## config.mk

```make
export PLATFORM = sky130hd
export DESIGN_NAME = instr_fetch_unit
export DESIGN_NICKNAME = d
export VERILOG_FILES = /design/src/rtl/riscv_fetch_pkg.sv /design/src/rtl/fetch_queue.sv /design/src/rtl/instr_fetch_unit.sv
export SDC_FILE = /design/constraint.sdc
export NUM_CORES = 1
export LEC_CHECK = 0
export ABC_AREA = 1
export BUFFER_PORTS_ARGS = -buffer_cell sky130_fd_sc_hd__buf_2
export CORE_MARGIN = 2
export CORE_UTILIZATION = 45
export DETAILED_ROUTE_END_ITERATION = 8
export HOLD_SLACK_MARGIN = 0.06
export PLACE_DENSITY = 0.7
export SLEW_MARGIN = 20
export SYNTH_ARGS = -nofsm -noshare
export SYNTH_HDL_FRONTEND = slang
export SYNTH_HIERARCHICAL = 1
export SYNTH_SLANG_ARGS = --single-unit
```

## constraint.sdc

```tcl
create_clock -name clk -period 8.8 [get_ports clk]
set_clock_uncertainty 0.1 [all_clocks]
set_input_delay 1.32 -clock clk [delete_from_list [all_inputs] [get_ports clk]]
set_output_delay 1.32 -clock clk [all_outputs]
set_load 0.01 [all_outputs]
```

## src/rtl/riscv_fetch_pkg.sv

```systemverilog
// Shared fetch-stage types and constants.
// A fetch entry pairs an instruction with the PC it was fetched from.
package riscv_fetch_pkg;

  localparam int              XLEN        = 32;
  localparam int              INSTR_BYTES = 4;
  localparam logic [XLEN-1:0] RESET_PC    = 32'h0000_0000;

  typedef struct packed {
    logic [XLEN-1:0] pc;
    logic [XLEN-1:0] instr;
  } fetch_entry_t;

endpackage

```

## src/rtl/fetch_queue.sv

```systemverilog
// Synchronous FIFO of fetch entries with flush; no read bypass, head is visible the cycle after push.
// Caller guarantees no push when full unless popping, and no pop when empty.
module fetch_queue
  import riscv_fetch_pkg::*;
#(
  parameter int  DEPTH   = 2,
  parameter type entry_t = fetch_entry_t,
  localparam int AW      = $clog2(DEPTH)
) (
  input  logic          clk,
  input  logic          reset,
  input  logic          push,
  input  logic          pop,
  input  logic          flush,
  input  entry_t        wr_entry,
  output entry_t        rd_entry,
  output logic          full,
  output logic          empty,
  output logic [AW:0]   count
);

  entry_t          mem_q [DEPTH];
  logic [AW-1:0]   wr_ptr_q, wr_ptr_d;
  logic [AW-1:0]   rd_ptr_q, rd_ptr_d;
  logic [AW:0]     count_q, count_d;

  // DEPTH is a power of two, so pointers wrap by natural overflow.
  always_comb begin
    wr_ptr_d = wr_ptr_q;
    rd_ptr_d = rd_ptr_q;
    count_d  = count_q;
    if (flush) begin
      wr_ptr_d = '0;
      rd_ptr_d = '0;
      count_d  = '0;
    end else begin
      if (push) wr_ptr_d = wr_ptr_q + 1'b1;
      if (pop)  rd_ptr_d = rd_ptr_q + 1'b1;
      if (push && !pop)      count_d = count_q + 1'b1;
      else if (!push && pop) count_d = count_q - 1'b1;
    end
  end

  always_ff @(posedge clk or negedge reset) begin
    if (!reset) begin
      wr_ptr_q <= '0;
      rd_ptr_q <= '0;
      count_q  <= '0;
    end else begin
      wr_ptr_q <= wr_ptr_d;
      rd_ptr_q <= rd_ptr_d;
      count_q  <= count_d;
    end
  end

  always_ff @(posedge clk) begin
    if (push && !flush) mem_q[wr_ptr_q] <= wr_entry;
  end

  assign rd_entry = mem_q[rd_ptr_q];
  assign full     = (count_q == (AW+1)'(DEPTH));
  assign empty    = (count_q == '0);
  assign count    = count_q;

endmodule

```

## src/rtl/instr_fetch_unit.sv

```systemverilog
// Fetch PC, instruction-memory address drive and decode handshake around a small fetch queue.
// Redirect flushes the queue and reloads the PC; halt freezes the PC while the queue drains.
module instr_fetch_unit #(
  parameter int              XLEN     = riscv_fetch_pkg::XLEN,
  parameter logic [XLEN-1:0] RESET_PC = riscv_fetch_pkg::RESET_PC,
  parameter int              DEPTH    = 2,
  localparam int             CW       = $clog2(DEPTH) + 1
) (
  input  logic            clk,
  input  logic            reset,
  output logic [XLEN-1:0] imem_addr,
  input  logic [XLEN-1:0] imem_data,
  input  logic            redirect_valid,
  input  logic [XLEN-1:0] redirect_pc,
  input  logic            halt,
  output logic            dec_valid,
  input  logic            dec_ready,
  output logic [XLEN-1:0] dec_instr,
  output logic [XLEN-1:0] dec_pc,
  output logic [CW-1:0]   queue_count,
  output logic            misalign_err
);
  import riscv_fetch_pkg::*;

  typedef struct packed {
    logic [XLEN-1:0] pc;
    logic [XLEN-1:0] instr;
  } entry_t;

  logic [XLEN-1:0] fetch_pc_q, fetch_pc_d;
  logic            misalign_q, misalign_d;
  logic            push, pop, q_full, q_empty;
  entry_t          wr_entry, head;

  // Redirect overrides everything: no pop, no push, PC reload.
  assign pop      = dec_valid & dec_ready & ~redirect_valid;
  assign push     = ~redirect_valid & ~halt & (~q_full | pop);
  assign wr_entry = '{pc: fetch_pc_q, instr: imem_data};

  always_comb begin
    fetch_pc_d = fetch_pc_q;
    misalign_d = 1'b0;
    if (redirect_valid) begin
      fetch_pc_d = {redirect_pc[XLEN-1:2], 2'b00};
      misalign_d = |redirect_pc[1:0];
    end else if (push) begin
      fetch_pc_d = fetch_pc_q + XLEN'(INSTR_BYTES);
    end
  end

  always_ff @(posedge clk or negedge reset) begin
    if (!reset) begin
      fetch_pc_q <= RESET_PC;
      misalign_q <= 1'b0;
    end else begin
      fetch_pc_q <= fetch_pc_d;
      misalign_q <= misalign_d;
    end
  end

  fetch_queue #(
    .DEPTH   (DEPTH),
    .entry_t (entry_t)
  ) u_fetch_queue (
    .clk      (clk),
    .reset    (reset),
    .push     (push),
    .pop      (pop),
    .flush    (redirect_valid),
    .wr_entry (wr_entry),
    .rd_entry (head),
    .full     (q_full),
    .empty    (q_empty),
    .count    (queue_count)
  );

  assign imem_addr    = fetch_pc_q;
  assign dec_valid    = ~q_empty;
  assign dec_instr    = dec_valid ? head.instr : '0;
  assign dec_pc       = dec_valid ? head.pc    : '0;
  assign misalign_err = misalign_q;

endmodule
```

==> impl_metrics.toml, run 1 <==
[layout]
layout.nets = 981
drive_gt1_share_pct = 30.7
fillCellCount = 1560
final_cell_mix = "buf_2 (166), nand2_1 (155), edfxtp_1 (128)"
seq_area_mm2 = 0.00472
diodes = 0
instances_no_fill = 1149
multi_input_area_mm2 = 0.00256
area_delta_synth_final_pct = 20.0
mostFrequentLayoutCell = "buf_2"

[global_routing]
grt_pass1_wl_um = 25500
grtUsageTotal_pct = 18.2
grt_pass1_vias = 5055
grt_max_degree = 65
grt.overflow.total = 0
antenna_found_initial = 0

[floorplanning]
die_width_um = 136
placementRows = 48
ios = 169
core_area_mm2 = 0.0172
die_h_um = 136
dieArea_mm2 = 0.0185
initial_core_util_pct = 45.8

[worst_setup_path]
cp_data_arrival_time_ps = 2450
cp-start-kind = "register"
r2r_setup_slack_ps = 6020
required_ps = 7380
critical_path_class = "reg -> out"
cp-end-kind = "primary output"
critPathMaxFanout = 48

[logic_synthesis]
syn_area_mm2 = 0.00786
yosys-top-cells-area = "edfxtp_1 (49%), dfrtp_1 (11%), nand2_1 (7.4%), mux2_4 (7.3%), inv_1 (5.3%)"
seq_area_frac_synth_pct = 60.0
yosys.area_share.simple_pct = 18.6
synth_top_family_by_area = "simple AND/OR/NAND/NOR gates"
synthXorXnorAreaFrac_pct = 0.780
syn_avg_cell_area_um2 = 10.6
synthAdderAreaFrac_pct = 0.159
netlist_instances = 743
muxShareOfSynthArea_pct = 11.1
synth_compound_area_share_pct = 1.40
synth-seq-cells = 163
synth_top_area_share_pct = 48.9
ys_warn_count = 6
yosys.area.top_type = "edfxtp_1"
yosysUniqueCellTypes = 32

[clock_tree]
cts_hold_buf = 0
cts.clk_slew.worst_paths_ps = 60
clock_latency_ps = 420
cts.repair.resized = 0
numCtsBuffers = 17
cts_tree = "yes"
post-cts-setup-buffers = 0
cts-root-buf = "clkbuf_16"
htree_levels = 4
cts.path.max_buffers = 2
cts_num_sinks = 163

[routing]
num_vias = 5474
drcViolationCount = 0
via_per_inst = 4.76
drt-total-wl_um = 16400
postRouteAntennaNets = 0
firstDrtPassIters = 5
wire_per_inst_um = 14.3
first_iter_violations = 352

[run_status]
status = "finished clean"

[timing]
fin_ws_ps = 4930
rsz0062_at_grt = "no"
tns_ps = 0
drv_slew = 0
setup_violations = 0
timing_worst_slew_pin_value_ps = 906
fin_crit_sh_pct = 44.0
max_clock_freq_mhz = 258
fin_crit_ps = 3870
hold_viol = 0
slew_headroom_pct = 39.6

[power_and_ir_drop]
p_clk_share_pct = 31.3
pwr-share-comb_pct = 24.7
power-per-cell-area_mw_per_mm2 = 238
p_int_mw = 1.55
peakVddDrop_mv = 0.240
power.leakage_nw = 4.27
p_switching_uw = 695
seq_power_share_pct = 43.9
total_power_mw = 2.24
p_sw_share_pct = 31.0

[hold_path]
hold_class = "reg -> reg"

[job]
drv_cap = 0

[placement]
portBuffers = 166
gp_congestion = 0.876
dp_cells = 1117
dp_hpwl_um = 11100
place_ws_ps = 4680
sequential cells by signal, indices dropped and copies added (netlist names):
register / cells
imem_addr: 30
misalign_err: 1
u_fetch_queue/count: 2
u_fetch_queue/mem_q: 128
u_fetch_queue/rd_ptr_q: 1
u_fetch_queue/wr_ptr_q: 1
power groups by stage:
stage                     logic [mW]  clock network (mW)  registers, mW
after floorplan                0.361                   0          0.983
after global placement         0.554                   0          0.998
after detailed placement       0.564                   0           1.00
after CTS                      0.565               0.715          0.986
after global routing           0.623               0.743          0.996
final                          0.555               0.703          0.985
area by class of cell:
| type | instances | share of cell area (%) |
|---|---|---|
| Tap cell | 225 | 2.98 |
| Clock buffer | 17 | 4.51 |
| Clock inverter | 15 | 1.50 |
| Multi-Input combinational cell | 445 | 27.2 |
| Timing Repair Buffer | 170 | 9.13 |
| Sequential cell | 163 | 50.1 |
| Inverter | 114 | 4.62 |
cells in the mapped netlist:
library cell,n
nand2_2,5
mux2_2,26
o21bai_1,8
nand2_1,155
nor2_1,107
buf_6,10
edfxtp_1,128
nand4_1,5
mux2_4,38
clkbuf_1,7
inv_6,1
buf_2,3
conb_1,1
ha_1,1
buf_1,4
mux2i_1,1
nand3_2,1
nor2_4,1
nand2_4,1
inv_4,1
buf_4,2
xor2_1,5
a21oi_1,1
xnor2_1,2
nor2_2,6
nand3_1,69
o21ai_0,2
a22oi_1,2
dfrtp_1,35
o211ai_1,2
inv_1,112
o21ai_1,1
critical path: stages (launching register included):
cell     delay [ps]
dfrtp_4         590
buf_4           720
mux2_2          410
inv_1            80
nor2_1           40
buf_2           160
worst paths after layout:
kind	start	endpoint	cells after the start
min	u_fetch_queue/wr_ptr_q$_DFFE_PN0P_	u_fetch_queue/wr_ptr_q$_DFFE_PN0P_	1
max reg2reg	u_fetch_queue/count[0]$_DFFE_PN0P_	u_fetch_queue/mem_q[0][43]$_DFFE_PP_	9
max in group asynchronous	reset	u_fetch_queue/rd_ptr_q$_DFFE_PN0P_	1
min reg2reg	u_fetch_queue/wr_ptr_q$_DFFE_PN0P_	u_fetch_queue/wr_ptr_q$_DFFE_PN0P_	1
min in group asynchronous	reset	u_fetch_queue/count[1]$_DFFE_PN0P_	1
max	u_fetch_queue/rd_ptr_q$_DFFE_PN0P_	dec_pc[30]	5
layer usage:
metal | vias to the layer above | share of wire (%) | global-route usage (%)
li1 | 2749 | - | -
met1 | 2556 | 44 | 23.2
met2 | 155 | 50 | 31.1
met3 | 14 | 5.0 | 3.91
met4 | 0 | 1.2 | 5.38
met5 | - | 0 | 0
metrics by stage:
step / util, % / area (um^2) / hold WS [ps]
2_1_floorplan: - / 7880 / 381
3_3_place_gp: 51.6 / 8860 / 466
3_5_place_dp: 51.6 / 8860 / 476
4_1_cts: 54.9 / 9430 / 489
5_1_grt: 54.9 / 9430 / 530
6_report: 54.9 / 9430 / 481
kinds of logic after synthesis:
group	after synthesis
AOI/OAI and AO/OA	16
xor gates and xnor gates	7
adders and majority gates	1
buffers and inverters	140
DFF	163
muxes	65
other	1
and+or+nand+nor	350
Note: power is estimated with default switching activity, not from simulation.
==> inputs of run 2 (changes only) <==
Settings changed: ABC_AREA 1 to 0.
Clock period 8.8 ns to 3.9 ns, I/O delays scaled along.
==> run 2 against run 1 <==
Effect of this change: cell count down 20%; combinational power down 6.8%; power up 87%; critical path type unchanged; critical path depth down 1; via count down 13%; non-clock buffer count up 3.
==> impl_metrics.toml, run 2 <==
[layout]
largest_reg_flops = 128
multi_input_area_mm2 = 0.00251
mostFrequentLayoutCell = "buf_2"
seq_area_mm2 = 0.00472
top_register = "u_fetch_queue/mem_q"
utilization_pct = 56.2
fillCellCount = 1357
area_delta_synth_final_pct = 21.6
drive_gt1_share_pct = 39.0
final_cell_mix = "buf_2 (166), edfxtp_1 (128), nor2b_1 (66)"
diodes = 0
layout.nets = 755

[logic_synthesis]
syn_area_mm2 = 0.00740
synthFlopType = "edfxtp_1"
yosys.area.top_type = "edfxtp_1"
syn_avg_cell_area_um2 = 14.3
yosys-top-cells-area = "edfxtp_1 (52%), dfrtp_1 (12%), mux2_4 (10%), nor2b_1 (5.6%), mux2_2 (2.1%)"
async_flop_share_pct = 21.5
yosysUniqueCellTypes = 52
netlist_instances = 518
seq_area_frac_synth_pct = 63.8
synth_top_area_share_pct = 52.0
synth_top_cells_by_count = "edfxtp_1 (128), nor2b_1 (66), mux2_4 (50), dfrtp_1 (35), nor2_1 (28)"
synth-seq-cells = 163
post-synth-top-count-cell = "edfxtp_1"
ys_warn_count = 6
synth_edf_count = 128

[clock_tree]
cts.path.max_buffers = 2
post-cts-setup-buffers = 0
clock_latency_ps = 420
cts.repair.resized = 0
cts_tree = "yes"
cts_hold_buf = 0
cts-root-buf = "clkbuf_16"
numCtsBuffers = 17
cts_num_sinks = 163
htree_levels = 4
cts.clk_slew.worst_paths_ps = 60

[hold_path]
hold_class = "in -> async"

[global_routing]
grt_pass1_vias = 4807
grt.overflow.total = 0
grt_max_degree = 66
antenna_found_initial = 0
grt_pass1_wl_um = 24900
grtUsageTotal_pct = 18.3

[timing]
fin_crit_ps = 3040
tns_ps = 0
rsz0062_at_grt = "no"
hold_viol = 0
fin_crit_sh_pct = 78.0
slew_headroom_pct = 45.7
max_clock_freq_mhz = 329
fin_ws_ps = 858
holdWs_ps = 154
setup_violations = 0
drv_slew = 0
timing_worst_slew_pin_value_ps = 794

[placement]
place_ws_ps = 976
dp_hpwl_um = 10700
portBuffers = 166
gp_congestion = 0.869

[routing]
drcViolationCount = 0
num_vias = 4759
drt-total-wl_um = 15700
first_iter_violations = 358
firstDrtPassIters = 4
wire_per_inst_um = 17.2
via_per_inst = 5.21
postRouteAntennaNets = 0

[worst_setup_path]
r2r_setup_slack_ps = 900
critical_path_class = "reg -> out"
crit_start = "u_fetch_queue/rd_ptr_q$_DFFE_PN0P_"
endpoint = "dec_instr[26]"
critPathMaxFanout = 47
required_ps = 3210
cp-end-kind = "primary output"
cp-start-kind = "register"
r2r_end = "u_fetch_queue/mem_q[1][26]$_DFFE_PP_"
cp_data_arrival_time_ps = 2360
r2r_start = "u_fetch_queue/count[1]$_DFFE_PN0P_"
rr_worst_depth = 6

[run_status]
status = "finished clean"

[power_and_ir_drop]
total_power_mw = 4.20
peakVddDrop_mv = 0.289
power-per-cell-area_mw_per_mm2 = 466
power.leakage_nw = 3.51

[floorplanning]
placementRows = 46
initial_core_util_pct = 46.2
die_h_um = 132
die_width_um = 132
core_area_mm2 = 0.0160
ios = 169
dieArea_mm2 = 0.0175

[job]
drv_cap = 0
## run 2: changes by cell type after synthesis, sizes merged, moves of 8 or more
cell / delta
clkbuf: +10
nand3: -66
or4: +15
o21bai: -8
nor2: -86
o21ai: +13
a31oi: +18
inv: -106
nand2: -137
nor2b: +66
o31ai: +12
## run 2: kinds of logic after synthesis
kind of cell | Yosys count | synth area share [%]
flops | 163 | 63.8
mux | 65 | 12.4
simple gates | 176 | 13.8
buf+inv | 38 | 2.76
xor+xnor | 11 | 1.30
compound gates | 63 | 5.74
other cells | 1 | 0.0507
fa+ha+maj | 1 | 0.169
## run 2: area by class of cell
class / count / area share (%)
clock inverter: 12 / 1.54
inverter: 8 / 0.334
clock buffer: 20 / 4.86
tap: 216 / 3.01
sequential: 163 / 52.5
multi-input combinational: 322 / 27.9
timing repair buffer: 173 / 9.82
## run 2: per-stage QoR
| stage | instance area (um^2) | cells |
|---|---|---|
| 2_1_floorplan | 7430 | 523 |
| 3_5_place_dp | 8420 | 882 |
| 6_report | 8990 | 914 |
| 4_1_cts | 8990 | 914 |
| 5_1_grt | 8990 | 914 |
| 3_3_place_gp | 8420 | 882 |
## run 2: report_power, final
group / total (mW) / leakage, nW / internal [mW] / switching, mW
clock network: 1.61 / 0.274 / 0.995 / 0.619
registers: 2.06 / 1.57 / 1.96 / 0.103
logic: 0.517 / 1.67 / 0.239 / 0.277
## run 2: worst min-delay path by stage
| stage | endpoint | cells after the start | start | slack [ps] |
|---|---|---|---|---|
| finish | imem_addr[2]$_DFFE_PN0P_ | 1 | reset | 150 |
| global route | imem_addr[3]$_DFFE_PN0P_ | 1 | reset | 200 |
| CTS | imem_addr[3]$_DFFE_PN0P_ | 1 | reset | 170 |
| detailed placement | u_fetch_queue/mem_q[1][63]$_DFFE_PP_ | 0 | imem_addr[31]$_DFFE_PN0P_ | 430 |
| global placement | u_fetch_queue/mem_q[0][63]$_DFFE_PP_ | 0 | imem_addr[31]$_DFFE_PN0P_ | 420 |
| floorplan | imem_addr[10]$_DFFE_PN0P_ | 0 | reset | 190 |
## run 2: worst max-delay path, cell delays in order (launching register included)
cell and delay [ps]:
dfrtp_4 970, buf_4 360, mux2_4 310, nor2b_1 120, buf_2 170
## run 2: routing by layer
metal | track usage (%) | up-vias | share of wire [%]
li1 | - | 2271 | -
met1 | 23.3 | 2312 | 44
met2 | 30.2 | 155 | 49
met3 | 4.38 | 21 | 5.4
met4 | 7.47 | 0 | 1.8
met5 | 0 | - | 0
==> inputs of run 3 (changes only) <==
Settings changed: PLACE_DENSITY 0.7 to 0.73.
Clock period 3.9 ns to 2.7 ns, I/O delays scaled along.
==> run 3 against run 2 <==
Effect of this change: cell count grew 1.9%; first-iteration DRC count is 3.6% lower; sequential share of layout area down 1.3 points; combinational power rose by 56%; global-route usage down 0.15 points; sequential power increased by 44%; highest routed layer unchanged; worst setup slack lost 670 ps; power increased by 48%; clock power increased by 51%; largest cell class unchanged; hold slack got worse by 73 ps; die area did not move; largest power group unchanged.
==> impl_metrics.toml, run 3 (same netlist as run 2, synthesis figures left out) <==
[run_status]
status = "finished clean"

[layout]
final_cell_area_mm2 = 0.00923
top_register = "u_fetch_queue/mem_q"
utilization_pct = 57.7
largest_reg_flops = 128
drive_gt1_share_pct = 40.7
fillCellCount = 1355
area_delta_synth_final_pct = 24.8
layout.nets = 772
final_cell_mix = "buf_2 (166), edfxtp_1 (128), nor2b_1 (64)"
mostFrequentLayoutCell = "buf_2"
diodes = 0

[clock_tree]
numCtsBuffers = 17
cts.clk_slew.worst_paths_ps = 60
clock_latency_ps = 410
cts_tree = "yes"
cts-root-buf = "clkbuf_16"
cts_num_sinks = 163
cts.path.max_buffers = 2
htree_levels = 4

[timing]
holdWs_ps = 81.0
timing_worst_slew_pin_value_ps = 811
slew_headroom_pct = 45.9
fin_crit_sh_pct = 92.8
fin_crit_ps = 2510
setup_violations = 0
hold_viol = 0
rsz0062_at_grt = "no"
drv_slew = 0
max_clock_freq_mhz = 399

[global_routing]
grtUsageTotal_pct = 18.1
antenna_found_initial = 0
grt_pass1_wl_um = 24700
grt_max_degree = 65
grt.overflow.total = 0
grt_pass1_vias = 4791

[floorplanning]
placementRows = 46
ios = 169
die_width_um = 132
dieArea_mm2 = 0.0175
initial_core_util_pct = 46.2
core_area_mm2 = 0.0160
die_h_um = 132

[worst_setup_path]
cp-end-kind = "primary output"
required_ps = 2190
worst-path-buf-inv = 2
crit_path_top_delay_cell = "dfrtp_4"
cp-start-kind = "register"
slowest_delay_ps = 710
critPathMaxFanout = 24
path_cells = "buf_4, mux2_4, nor2b_1, buf_2"
critPathTopFamily = "flip-flops"
cp_data_arrival_time_ps = 2000
critical_path_class = "reg -> out"

[routing]
firstDrtPassIters = 6
via_per_inst = 5.25
postRouteAntennaNets = 0
num_vias = 4884
first_iter_violations = 345
drt-total-wl_um = 16000
wire_per_inst_um = 17.2
drcViolationCount = 0

[job]
drv_cap = 0

[placement]
dp_hpwl_um = 10800
place_area_mm2 = 0.00855
gp_congestion = 0.871
portBuffers = 166

[power_and_ir_drop]
peakVddDrop_mv = 0.438
total_power_mw = 6.20
power.leakage_nw = 3.63
power-per-cell-area_mw_per_mm2 = 672

[hold_path]
hold_class = "in -> reg"
[run 3: changes by cell type in the layout (fill, tap and decap cells not counted), moves of 2 or more]
cell	change
buf_4	+9
clkinvlp_4	-2
buf_12	+3
dlygate4sd3_1	+3
clkbuf_8	+4
clkinv_1	-3
nor2b_1	-2
clkbuf_1	+3
nor2b_2	+2
[run 3: cell type report]
| class | count | area (um^2) | share of cell area, % |
|---|---|---|---|
| clock buffers | 27 | 503 | 5.45 |
| clock inverters | 5 | 98.8 | 1.07 |
| inverters | 8 | 32.5 | 0.353 |
| multi-input cells | 323 | 2550 | 27.6 |
| flip-flops and latches | 163 | 4720 | 51.2 |
| well taps | 216 | 270 | 2.93 |
| repair buffers | 189 | 1050 | 11.4 |
[run 3: power breakdown]
part	switching [mW]	total, mW	internal (mW)
Sequential	0.126	2.96	2.83
Combinational	0.431	0.808	0.376
Clock	0.880	2.43	1.55
Total	1.44	6.20	4.76
[run 3: per-layer routing]
metal | vias to the layer above | global-route usage [%] | wire [um]
met5 | - | 0 | 0
met3 | 25 | 4.27 | 674
li1 | 2316 | - | -
met2 | 160 | 29.5 | 7740
met1 | 2383 | 23.1 | 7280
met4 | 0 | 8.30 | 309
[run 3: worst paths after layout]
path                                                    startpoint                              endpoint  slack (ps)  cells after the start
worst max-delay path            u_fetch_queue/rd_ptr_q$_DFFE_PN0P_                         dec_instr[16]         190                      4
worst min-delay path                                  imem_data[2]   u_fetch_queue/mem_q[0][2]$_DFFE_PP_          80                      1
worst max register to register  u_fetch_queue/count[0]$_DFFE_PN0P_             imem_addr[27]$_DFFE_PN0P_         200                      6
worst min register to register           imem_addr[30]$_DFFE_PN0P_  u_fetch_queue/mem_q[0][62]$_DFFE_PP_         410                      0
max in group asynchronous                                    reset    u_fetch_queue/rd_ptr_q$_DFFE_PN0P_        1390                      2
min in group asynchronous                                    reset                misalign_err$_DFF_PN0_         520                      2
[run 3: timing repair]
item / 4_1_cts / 5_1_grt
endpoints found under the hold margin: 35 / 4
resized for setup: 0 / 3
setup buffers: 0 / 4
hold buffers: 1 / 2
endpoints found under the setup margin: 0 / 126
[run 3: metrics by stage]
stage	worst slack, ps	cells	TNS (ps)
floorplan	-572	523	-36600
global placement	180	891	0
detailed placement	94.5	891	0
CTS	62.8	924	0
global route	21.0	931	0
finish	193	931	0
